===== src/rtl/uart_bus_master_if.sv =====
// MMIO bus bundle between the UART debug bridge (master)
// and the peripheral fabric (slave).
interface uart_bus_master_if #(
  parameter int ADDR_W = 16
);
  logic              sel;
  logic              we;
  logic              re;
  logic [ADDR_W-1:0] addr;
  logic [15:0]       wdata;
  logic [15:0]       rdata;
  logic              rdy;

  modport master (
    output sel,
    output we,
    output re,
    output addr,
    output wdata,
    input  rdata,
    input  rdy
  );

  modport slave (
    input  sel,
    input  we,
    input  re,
    input  addr,
    input  wdata,
    output rdata,
    output rdy
  );
endinterface


===== src/rtl/uart_bus_master.sv =====
// Host-debug bridge: UART command frames in, one MMIO
// read/write on the bus, UART response bytes out.
module uart_bus_master #(
  parameter int ADDR_W        = 16,
  parameter int BUS_TIMEOUT   = 1024,
  parameter int FRAME_TIMEOUT = 1_000_000
) (
  input  logic       clk,
  input  logic       rst,
  input  logic [7:0] rx_data,
  input  logic       rx_valid,
  output logic [7:0] tx_data,
  output logic       tx_start,
  input  logic       tx_busy,
  uart_bus_master_if.master bus,
  output logic       busy,
  output logic [7:0] err_count
);

  localparam int BT_W = $clog2(BUS_TIMEOUT + 1);
  localparam int FT_W = $clog2(FRAME_TIMEOUT + 1);

  localparam logic [BT_W-1:0] BT_LAST =
    BT_W'(BUS_TIMEOUT - 1);
  localparam logic [FT_W-1:0] FT_LAST =
    FT_W'(FRAME_TIMEOUT - 1);

  localparam logic [7:0] OP_W  = 8'h57;
  localparam logic [7:0] OP_R  = 8'h52;
  localparam logic [7:0] RSP_K = 8'h4B;
  localparam logic [7:0] RSP_Q = 8'h3F;
  localparam logic [7:0] RSP_T = 8'h54;

  typedef enum logic [3:0] {
    IDLE,
    GET_AH,
    GET_AL,
    GET_DH,
    GET_DL,
    BUS,
    TX_B0,
    TX_WAIT,
    TX_B1
  } state_e;

  state_e            state_q, state_d;
  logic              is_wr_q, is_wr_d;
  logic [15:0]       addr_q, addr_d;
  logic [15:0]       wdata_q, wdata_d;
  logic              sel_q, sel_d;
  logic              we_q, we_d;
  logic              re_q, re_d;
  logic [BT_W-1:0]   bcnt_q, bcnt_d;
  logic [FT_W-1:0]   fcnt_q, fcnt_d;
  logic [7:0]        resp0_q, resp0_d;
  logic [7:0]        resp1_q, resp1_d;
  logic              two_q, two_d;
  logic [1:0]        ign_q, ign_d;
  logic [7:0]        tx_data_q, tx_data_d;
  logic              tx_start_q, tx_start_d;
  logic [7:0]        err_q, err_d;
  logic              err_inc;
  logic              in_get;
  logic              frame_to;

  assign in_get = (state_q == GET_AH) ||
                  (state_q == GET_AL) ||
                  (state_q == GET_DH) ||
                  (state_q == GET_DL);

  assign frame_to = in_get && !rx_valid &&
                    (fcnt_q == FT_LAST);

  always_comb begin
    state_d    = state_q;
    is_wr_d    = is_wr_q;
    addr_d     = addr_q;
    wdata_d    = wdata_q;
    sel_d      = sel_q;
    we_d       = we_q;
    re_d       = re_q;
    bcnt_d     = bcnt_q;
    resp0_d    = resp0_q;
    resp1_d    = resp1_q;
    two_d      = two_q;
    ign_d      = ign_q;
    tx_data_d  = tx_data_q;
    tx_start_d = 1'b0;
    err_inc    = 1'b0;

    // Idle gap between frame bytes; cleared by any byte.
    fcnt_d = (in_get && !rx_valid) ?
             fcnt_q + FT_W'(1) : '0;

    unique case (state_q)
      IDLE: begin
        if (rx_valid) begin
          if (rx_data == OP_W || rx_data == OP_R) begin
            is_wr_d = (rx_data == OP_W);
            state_d = GET_AH;
          end else begin
            resp0_d = RSP_Q;
            two_d   = 1'b0;
            err_inc = 1'b1;
            state_d = TX_B0;
          end
        end
      end
      GET_AH: begin
        if (rx_valid) begin
          addr_d[15:8] = rx_data;
          state_d      = GET_AL;
        end else if (frame_to) begin
          err_inc = 1'b1;
          state_d = IDLE;
        end
      end
      GET_AL: begin
        if (rx_valid) begin
          addr_d[7:0] = rx_data;
          state_d     = is_wr_q ? GET_DH : BUS;
        end else if (frame_to) begin
          err_inc = 1'b1;
          state_d = IDLE;
        end
      end
      GET_DH: begin
        if (rx_valid) begin
          wdata_d[15:8] = rx_data;
          state_d       = GET_DL;
        end else if (frame_to) begin
          err_inc = 1'b1;
          state_d = IDLE;
        end
      end
      GET_DL: begin
        if (rx_valid) begin
          wdata_d[7:0] = rx_data;
          state_d      = BUS;
        end else if (frame_to) begin
          err_inc = 1'b1;
          state_d = IDLE;
        end
      end
      BUS: begin
        if (!sel_q) begin
          sel_d  = 1'b1;
          we_d   = is_wr_q;
          re_d   = !is_wr_q;
          bcnt_d = '0;
        end else if (bus.rdy) begin
          sel_d   = 1'b0;
          we_d    = 1'b0;
          re_d    = 1'b0;
          state_d = TX_B0;
          if (is_wr_q) begin
            resp0_d = RSP_K;
            two_d   = 1'b0;
          end else begin
            resp0_d = bus.rdata[15:8];
            resp1_d = bus.rdata[7:0];
            two_d   = 1'b1;
          end
        end else if (bcnt_q == BT_LAST) begin
          sel_d   = 1'b0;
          we_d    = 1'b0;
          re_d    = 1'b0;
          resp0_d = RSP_T;
          two_d   = 1'b0;
          err_inc = 1'b1;
          state_d = TX_B0;
        end else begin
          bcnt_d = bcnt_q + BT_W'(1);
        end
      end
      TX_B0: begin
        if (!tx_busy) begin
          tx_start_d = 1'b1;
          tx_data_d  = resp0_q;
          ign_d      = 2'd2;
          state_d    = two_q ? TX_WAIT : IDLE;
        end
      end
      TX_WAIT: begin
        // Let the transmitter raise tx_busy before trusting it.
        if (ign_q != 2'd0) begin
          ign_d = ign_q - 2'd1;
        end else if (!tx_busy) begin
          state_d = TX_B1;
        end
      end
      TX_B1: begin
        if (!tx_busy) begin
          tx_start_d = 1'b1;
          tx_data_d  = resp1_q;
          state_d    = IDLE;
        end
      end
      default: begin
        state_d = IDLE;
      end
    endcase

    err_d = (err_inc && err_q != 8'hFF) ?
            err_q + 8'd1 : err_q;
  end

  always_ff @(posedge clk) begin
    if (!rst) begin
      state_q    <= IDLE;
      is_wr_q    <= 1'b0;
      addr_q     <= '0;
      wdata_q    <= '0;
      sel_q      <= 1'b0;
      we_q       <= 1'b0;
      re_q       <= 1'b0;
      bcnt_q     <= '0;
      fcnt_q     <= '0;
      resp0_q    <= '0;
      resp1_q    <= '0;
      two_q      <= 1'b0;
      ign_q      <= '0;
      tx_data_q  <= '0;
      tx_start_q <= 1'b0;
      err_q      <= '0;
    end else begin
      state_q    <= state_d;
      is_wr_q    <= is_wr_d;
      addr_q     <= addr_d;
      wdata_q    <= wdata_d;
      sel_q      <= sel_d;
      we_q       <= we_d;
      re_q       <= re_d;
      bcnt_q     <= bcnt_d;
      fcnt_q     <= fcnt_d;
      resp0_q    <= resp0_d;
      resp1_q    <= resp1_d;
      two_q      <= two_d;
      ign_q      <= ign_d;
      tx_data_q  <= tx_data_d;
      tx_start_q <= tx_start_d;
      err_q      <= err_d;
    end
  end

  assign bus.sel   = sel_q;
  assign bus.we    = we_q;
  assign bus.re    = re_q;
  assign bus.addr  = addr_q[ADDR_W-1:0];
  assign bus.wdata = wdata_q;

  assign tx_data   = tx_data_q;
  assign tx_start  = tx_start_q;
  assign busy      = (state_q != IDLE);
  assign err_count = err_q;

endmodule

===== src/flat_wrapper.sv =====
// flat-port wrapper written by rule: the top's interface ports become plain ports
module uart_bus_master_flat 
#(
  parameter int ADDR_W        = 16,
  parameter int BUS_TIMEOUT   = 1024,
  parameter int FRAME_TIMEOUT = 1_000_000
)
  (clk, rst, rx_data, rx_valid, tx_data, tx_start, tx_busy, busy, err_count, bus_sel, bus_we, bus_re, bus_addr, bus_wdata, bus_rdata, bus_rdy);
  uart_bus_master_if #(.ADDR_W(ADDR_W)) bus_i ();
  input  logic clk;
  input  logic rst;
  input  logic [7:0] rx_data;
  input  logic rx_valid;
  output logic [7:0] tx_data;
  output logic tx_start;
  input  logic tx_busy;
  output logic busy;
  output logic [7:0] err_count;
  output wire logic [$bits(bus_i.sel)-1:0] bus_sel;
  output wire logic [$bits(bus_i.we)-1:0] bus_we;
  output wire logic [$bits(bus_i.re)-1:0] bus_re;
  output wire logic [$bits(bus_i.addr)-1:0] bus_addr;
  output wire logic [$bits(bus_i.wdata)-1:0] bus_wdata;
  input wire logic [$bits(bus_i.rdata)-1:0] bus_rdata;
  input wire logic [$bits(bus_i.rdy)-1:0] bus_rdy;
  assign bus_sel = bus_i.sel;
  assign bus_we = bus_i.we;
  assign bus_re = bus_i.re;
  assign bus_addr = bus_i.addr;
  assign bus_wdata = bus_i.wdata;
  assign bus_i.rdata = bus_rdata;
  assign bus_i.rdy = bus_rdy;
  uart_bus_master #(.ADDR_W(ADDR_W), .BUS_TIMEOUT(BUS_TIMEOUT), .FRAME_TIMEOUT(FRAME_TIMEOUT)) u_core (.clk(clk), .rst(rst), .rx_data(rx_data), .rx_valid(rx_valid), .tx_data(tx_data), .tx_start(tx_start), .tx_busy(tx_busy), .bus(bus_i), .busy(busy), .err_count(err_count));
endmodule

===== config.mk =====
export PLATFORM = sky130hd
export DESIGN_NAME = uart_bus_master_flat
export DESIGN_NICKNAME = d
export VERILOG_FILES = /design/src/rtl/uart_bus_master_if.sv /design/src/rtl/uart_bus_master.sv /design/src/flat_wrapper.sv
export SDC_FILE = /design/constraint.sdc
export NUM_CORES = 1
export LEC_CHECK = 0
export ABC_CLOCK_PERIOD_IN_PS = 2250
export CAP_MARGIN = 0
export CORE_MARGIN = 4
export CORE_UTILIZATION = 40
export DETAILED_ROUTE_END_ITERATION = 12
export PLACE_DENSITY = 0.74
export SETUP_SLACK_MARGIN = 0.02
export SLEW_MARGIN = 25
export SYNTH_ARGS = -nofsm -noshare
export SYNTH_HDL_FRONTEND = slang
export SYNTH_SLANG_ARGS = --single-unit

===== constraint.sdc =====
create_clock -name clk -period 2.25 [get_ports clk]
set_input_delay 0.45 -clock clk [delete_from_list [all_inputs] [get_ports clk]]
set_output_delay 0.45 -clock clk [all_outputs]
set_load 0.02 [all_outputs]

## Yosys cells after proc, flatten, opt, wreduce, memory -nomap -nowiden

Index checks and enable logic that the tools add are counted.
Widths: inputs -> output; s select.

| storage, ports and cells | value |
|---|---|
| flip-flop bits (word level) | 107 |
| input port bits | 29 |
| output and inout bits | 53 |
| logic and storage cells | 134 |

| cells by class | value |
|---|---|
| add/subtract/negate cells | 4 |
| equal/unequal tests | 25 |
| mux-type cells | 55 |
| bitwise operators | 1 |
| reductions and logical operators | 31 |

Operator list:

| kind | count |
|---|---|
| $mux 8 | 8 |
| $mux 4 | 13 |
| $pmux 4 s9 | 1 |
| $mux 11 | 3 |
| $pmux 8 s2 | 2 |
| $add 20x1->20 const B | 1 |
| $eq 20x20->1 const B | 1 |
| $mux 1 | 20 |
| $eq 4x3->1 const B | 4 |
| $eq 8x7->1 const B | 2 |
| $ne 2x2->1 const B | 8 |
| $reduce_and 2->1 | 7 |
| $reduce_and 3->1 | 4 |
| $add 11x1->11 const B | 1 |
| $eq 11x10->1 const B | 1 |
| $mux 3 | 3 |
| $add 8x1->8 const B | 1 |
| $eq 4x2->1 const B | 2 |
| $ne 8x8->1 const B | 1 |
| $reduce_bool 2->1 | 4 |
| $reduce_and 7->1 | 1 |
| $reduce_and 5->1 | 1 |
| $eq 4x1->1 const B | 1 |
| $eq 4x4->1 const B | 1 |
| 17 further kinds | 25 |

## Longest topological paths before layout

| logic depth | value |
|---|---|
| depth after elaboration | 10 |
| gate-level depth with buffers | 7 |
| mapped depth without buffers | 7 |

## Worst setup path after synthesis

No wires, ideal clock.

| path | value |
|---|---|
| path type | register to register |
| from | register u_core.fcnt_q[13] |
| to | register u_core.err_q[0], in the netlist u_core.err_count[0] |
| library setup time | 72 ps |
| data arrival time | 1759 ps |
| required time | 2178 ps |
| setup slack | 420 ps |
| stages on the path, launching flop included | 6 |
| path buffers | 0 |
| period minus slack after synthesis | 1830 ps |
| path through | dfxtp_1 -> or4_4 -> nor4_4 -> a32oi_4 -> a21boi_2 -> mux2i_1 |

| on the way | value |
|---|---|
| cells in the longest elaborated chain, start to end | 6 |

Ends and longest elaborated chain:

| what | line | text |
|---|---|---|
| start, declared | uart_bus_master.sv:54 | `logic [FT_W-1:0] fcnt_q, fcnt_d;` |
| start signal, assigned | uart_bus_master.sv:235 | `fcnt_q <= fcnt_d;` |
| $eq 20x20->1 | uart_bus_master.sv:72 | `(fcnt_q == FT_LAST);` |
| $logic_and 1x1->1 | uart_bus_master.sv:71 | `assign frame_to = in_get && !rx_valid &&` |
| $mux 1 | n/a |  |
| $mux 1 | uart_bus_master.sv:137 | `if (rx_valid) begin` |
| $pmux 1 s3 | uart_bus_master.sv:95 | `unique case (state_q)` |
| $logic_and 1x1->1 | uart_bus_master.sv:204 | `err_d = (err_inc && err_q != 8'hFF) ?` |
| end signal, assigned | uart_bus_master.sv:242 | `err_q <= err_d;` |
| end, declared | uart_bus_master.sv:61 | `logic [7:0] err_q, err_d;` |

No other way between the ends.
A chain may end at the register's enable or synchronous reset.

## Worst setup path after layout

| path | value |
|---|---|
| from | register u_core.state_q[2] |
| to | output port busy |

| on the way | value |
|---|---|
| cells in the longest elaborated chain, start to end | 1 |

Ends and longest elaborated chain:

| what | line | text |
|---|---|---|
| start, declared | uart_bus_master.sv:46 | `state_e state_q, state_d;` |
| start signal, assigned | uart_bus_master.sv:227 | `state_q <= state_d;` |
| $reduce_bool 4->1 | uart_bus_master.sv:254 | `assign busy = (state_q != IDLE);` |
| end, declared | flat_wrapper.sv:17 | `output logic busy;` |

No other way between the ends.

==> results.cfg <==
[outcome]
status = finished clean

[finish]
layout-drive-gt1-share_pct = 11.5
stdcell_area_mm2 = 0.00627
nNetsFinal = 664
antennaDiodeCount = 0
syn2layout_area_growth_pct = 29.9

[place]
gp_congestion = 0.840
placed_cell_area_mm2 = 0.00596
dp_hpwl_um = 8780
io_buffers = 81

[power]
ir_drop_uv = 533
total_leakage_power_nw = 2.42
power_density_mw_per_mm2 = 814

[yosys]
synth_edf_count = 0
synth_fp_nets = 565
ys_ff_latch = 107
seq_area_frac_synth_pct = 44.3
yosysMostFrequentCell = dfxtp_1
avgSynthCellArea_um2 = 9.08
synthCells = 532
yosys.area.top_type = dfxtp_1
synth_warnings = 0
ys.flop_type = dfxtp_1
synth_top_area_share_pct = 44.3
synthTopCellsByCount = dfxtp_1 (107), nor2_1 (84), mux2i_1 (57)
synth_cell_types = 58
syn_area_mm2 = 0.00483
synth_area_leaders = dfxtp_1 (44%), mux2i_1 (12%), nor2_1 (6.5%)
synthArstFlopShare_pct = 0

[die]
placementRows = 39
ioPinCount = 82
dieArea_mm2 = 0.0139
die_x_um = 118
coreArea_mm2 = 0.0116
start_util_pct = 41.6
die_y_um = 118

[global_routing]
grt_pass1_wl_um = 19800
grt_use_total_pct = 17.2
antenna_found_initial = 0
grt_max_degree = 30
grt_pass1_vias = 4107
grt_remaining_overflow = 0

[drt]
drtIter0Drc = 283
firstDrtPassIters = 4
routed_wirelength_um = 11800
routedWlPerCell_um = 15.2
drc = 0
viasPerCell = 5.32
vias = 4145
ant_nets = 0

[setup_path]
worstPathMaxFanout = 8
rr_worst_depth = 5
crit_type = flip-flop to primary output
crit_arrival_ns = 1.62
r2r_setup_slack_ns = 0.21
rr_startpoint = u_core.fcnt_q[13]
worst_setup_path_start_kind = flip-flop
timing.rr.end = u_core.err_count[1]
crit_start = u_core.state_q[2]
critical_path.endpoint = busy
worstSetupEndpointType = primary output
critical_path_required_ns = 1.80

[cts]
cts_tree = yes
path_clk_slew_ns = 0.07
htree_levels = 3
clk-insertion-delay-late_ns = 0.35
root_buffer = clkbuf_16
numCtsBuffers = 9
clock_sinks = 107
clock_path_buffers = 2

[sta]
setup_viol_count_final = 0
fmax_ghz = 0.482
clock_skew_ns = 0.00618
rsz0062_at_grt = false
setup_tns_ns = 0
drv_slew = 0
tightest_slew_ns = 0.609
min_period_over_period_pct = 92.2
max_slew_margin_pct = 59.1
fin_crit_ns = 2.07
hold_violations = 0

[min_path]
holdCritPathClass = flip-flop to flip-flop

[run]
maxCapViolCount = 0
==> cell families (layout without fill, tap and decap cells) <==
| family | count (synthesis) | after routing | synth area share, % |
|---|---|---|---|
| compound gates | 82 | 82 | 12.3 |
| xor+xnor | 25 | 25 | 4.53 |
| fa+ha+maj | 4 | 4 | 1.04 |
| buf+inv | 38 | 142 | 3.21 |
| flops | 107 | 107 | 44.3 |
| mux | 57 | 57 | 11.8 |
| simple gates | 219 | 219 | 22.8 |
==> critical path, cell delays in order, from the launching register on <==
cell and delay [ns]:
dfxtp_1 0.40, or4_4 0.51, dlygate4sd2_1 0.36
==> repair_timing <==
action / 4_1_cts / 5_1_grt
setup buffers: 0 / 2
gates resized for setup: 1 / 0
hold endpoints to repair: 0 / 0
pin swaps: 0 / 1
setup endpoints to repair: 1 / 6
hold buffers: 0 / 0
==> area by class of cell <==
cell class	instances	area, um^2
clock inverter	7	77.6
clock buffer	9	225
tap	143	179
inverter	10	37.5
timing repair buffer	116	1070
fill	1045	5340
sequential	107	2140
multi-input combinational	387	2540
==> sequential cells by signal (all words and copies together) (netlist names) <==
signal and cells:
u_core.bus.wdata 16, u_core.resp0_q 8, u_core.resp1_q 8, u_core.tx_start 1
u_core.err_count 8, u_core.fcnt_q 20, u_core.state_q 4, u_core.is_wr_q 1
u_core.bus.addr 16, u_core.ign_q 2, u_core.bus.re 1, u_core.bus.we 1
u_core.bcnt_q 11, u_core.tx_data 8, u_core.two_q 1, u_core.bus.sel 1
==> how the worst min path moves through the flow <==
stage,from,endpoint,cells past startpoint
6_report,u_core.fcnt_q[0],u_core.fcnt_q[0],1
2_1_floorplan,u_core.fcnt_q[0],u_core.fcnt_q[0],1
4_1_cts,u_core.fcnt_q[0],u_core.fcnt_q[0],1
3_5_place_dp,u_core.fcnt_q[0],u_core.fcnt_q[0],1
5_1_grt,u_core.fcnt_q[0],u_core.fcnt_q[0],1
3_3_place_gp,u_core.fcnt_q[0],u_core.fcnt_q[0],1
==> cell usage in the layout (no fill, tap or decap), types with 3 or more instances in the layout <==
cell type and n:
dfxtp_1 107, o31ai_1 3, nor4_1 4, xnor2_1 12
a21oi_1 21, mux2i_1 57, inv_1 9, or3_1 5
a211oi_1 15, or4_1 3, clkbuf_16 9, xor2_1 13
a31oi_1 6, o2bb2ai_1 4, nand4_1 10, or2_2 3
nor2b_1 5, and3_2 3, nand2_1 41, nand2b_1 9
nor2_1 84, o21ai_0 12, buf_4 35, clkinv_4 3
nand3_1 17, o22ai_1 3, clkdlybuf4s50_1 80, nor3_1 7
and3_1 11, ha_1 4, o21a_1 3
==> power by group <==
part | total [mW] | internal (mW) | leakage (nW) | switching [mW]
Sequential | 2.14 | 2.04 | 0.865 | 0.101
Combinational | 1.36 | 0.617 | 1.40 | 0.744
Clock | 1.60 | 0.873 | 0.151 | 0.732
Total | 5.11 | 3.53 | 2.42 | 1.58
==> layer usage <==
| metal | global-route usage, % | up-vias | share of wire [%] |
|---|---|---|---|
| met2 | 28.1 | 106 | 47 |
| li1 | - | 2077 | - |
| met4 | 6.74 | 0 | 1.9 |
| met1 | 20.1 | 1947 | 44 |
| met3 | 6.92 | 15 | 7.3 |
| met5 | 0 | - | 0 |
==> stage by stage <==
step / instances / power (mW) / util [%] / worst slack (ns) / hold slack (ns)
finish: 779 / 5.11 / 54.0 / 0.176 / 0.440
global route: 779 / 5.36 / 54.0 / 0.0778 / 0.474
global placement: 761 / 3.51 / 51.3 / 0.0836 / 0.423
detailed placement: 761 / 3.55 / 51.3 / 0.0424 / 0.436
CTS: 777 / 5.15 / 53.9 / 0.110 / 0.446
floorplan: 532 / 3.03 / - / 0.420 / 0.413
Power figures use the tool's default switching activity.
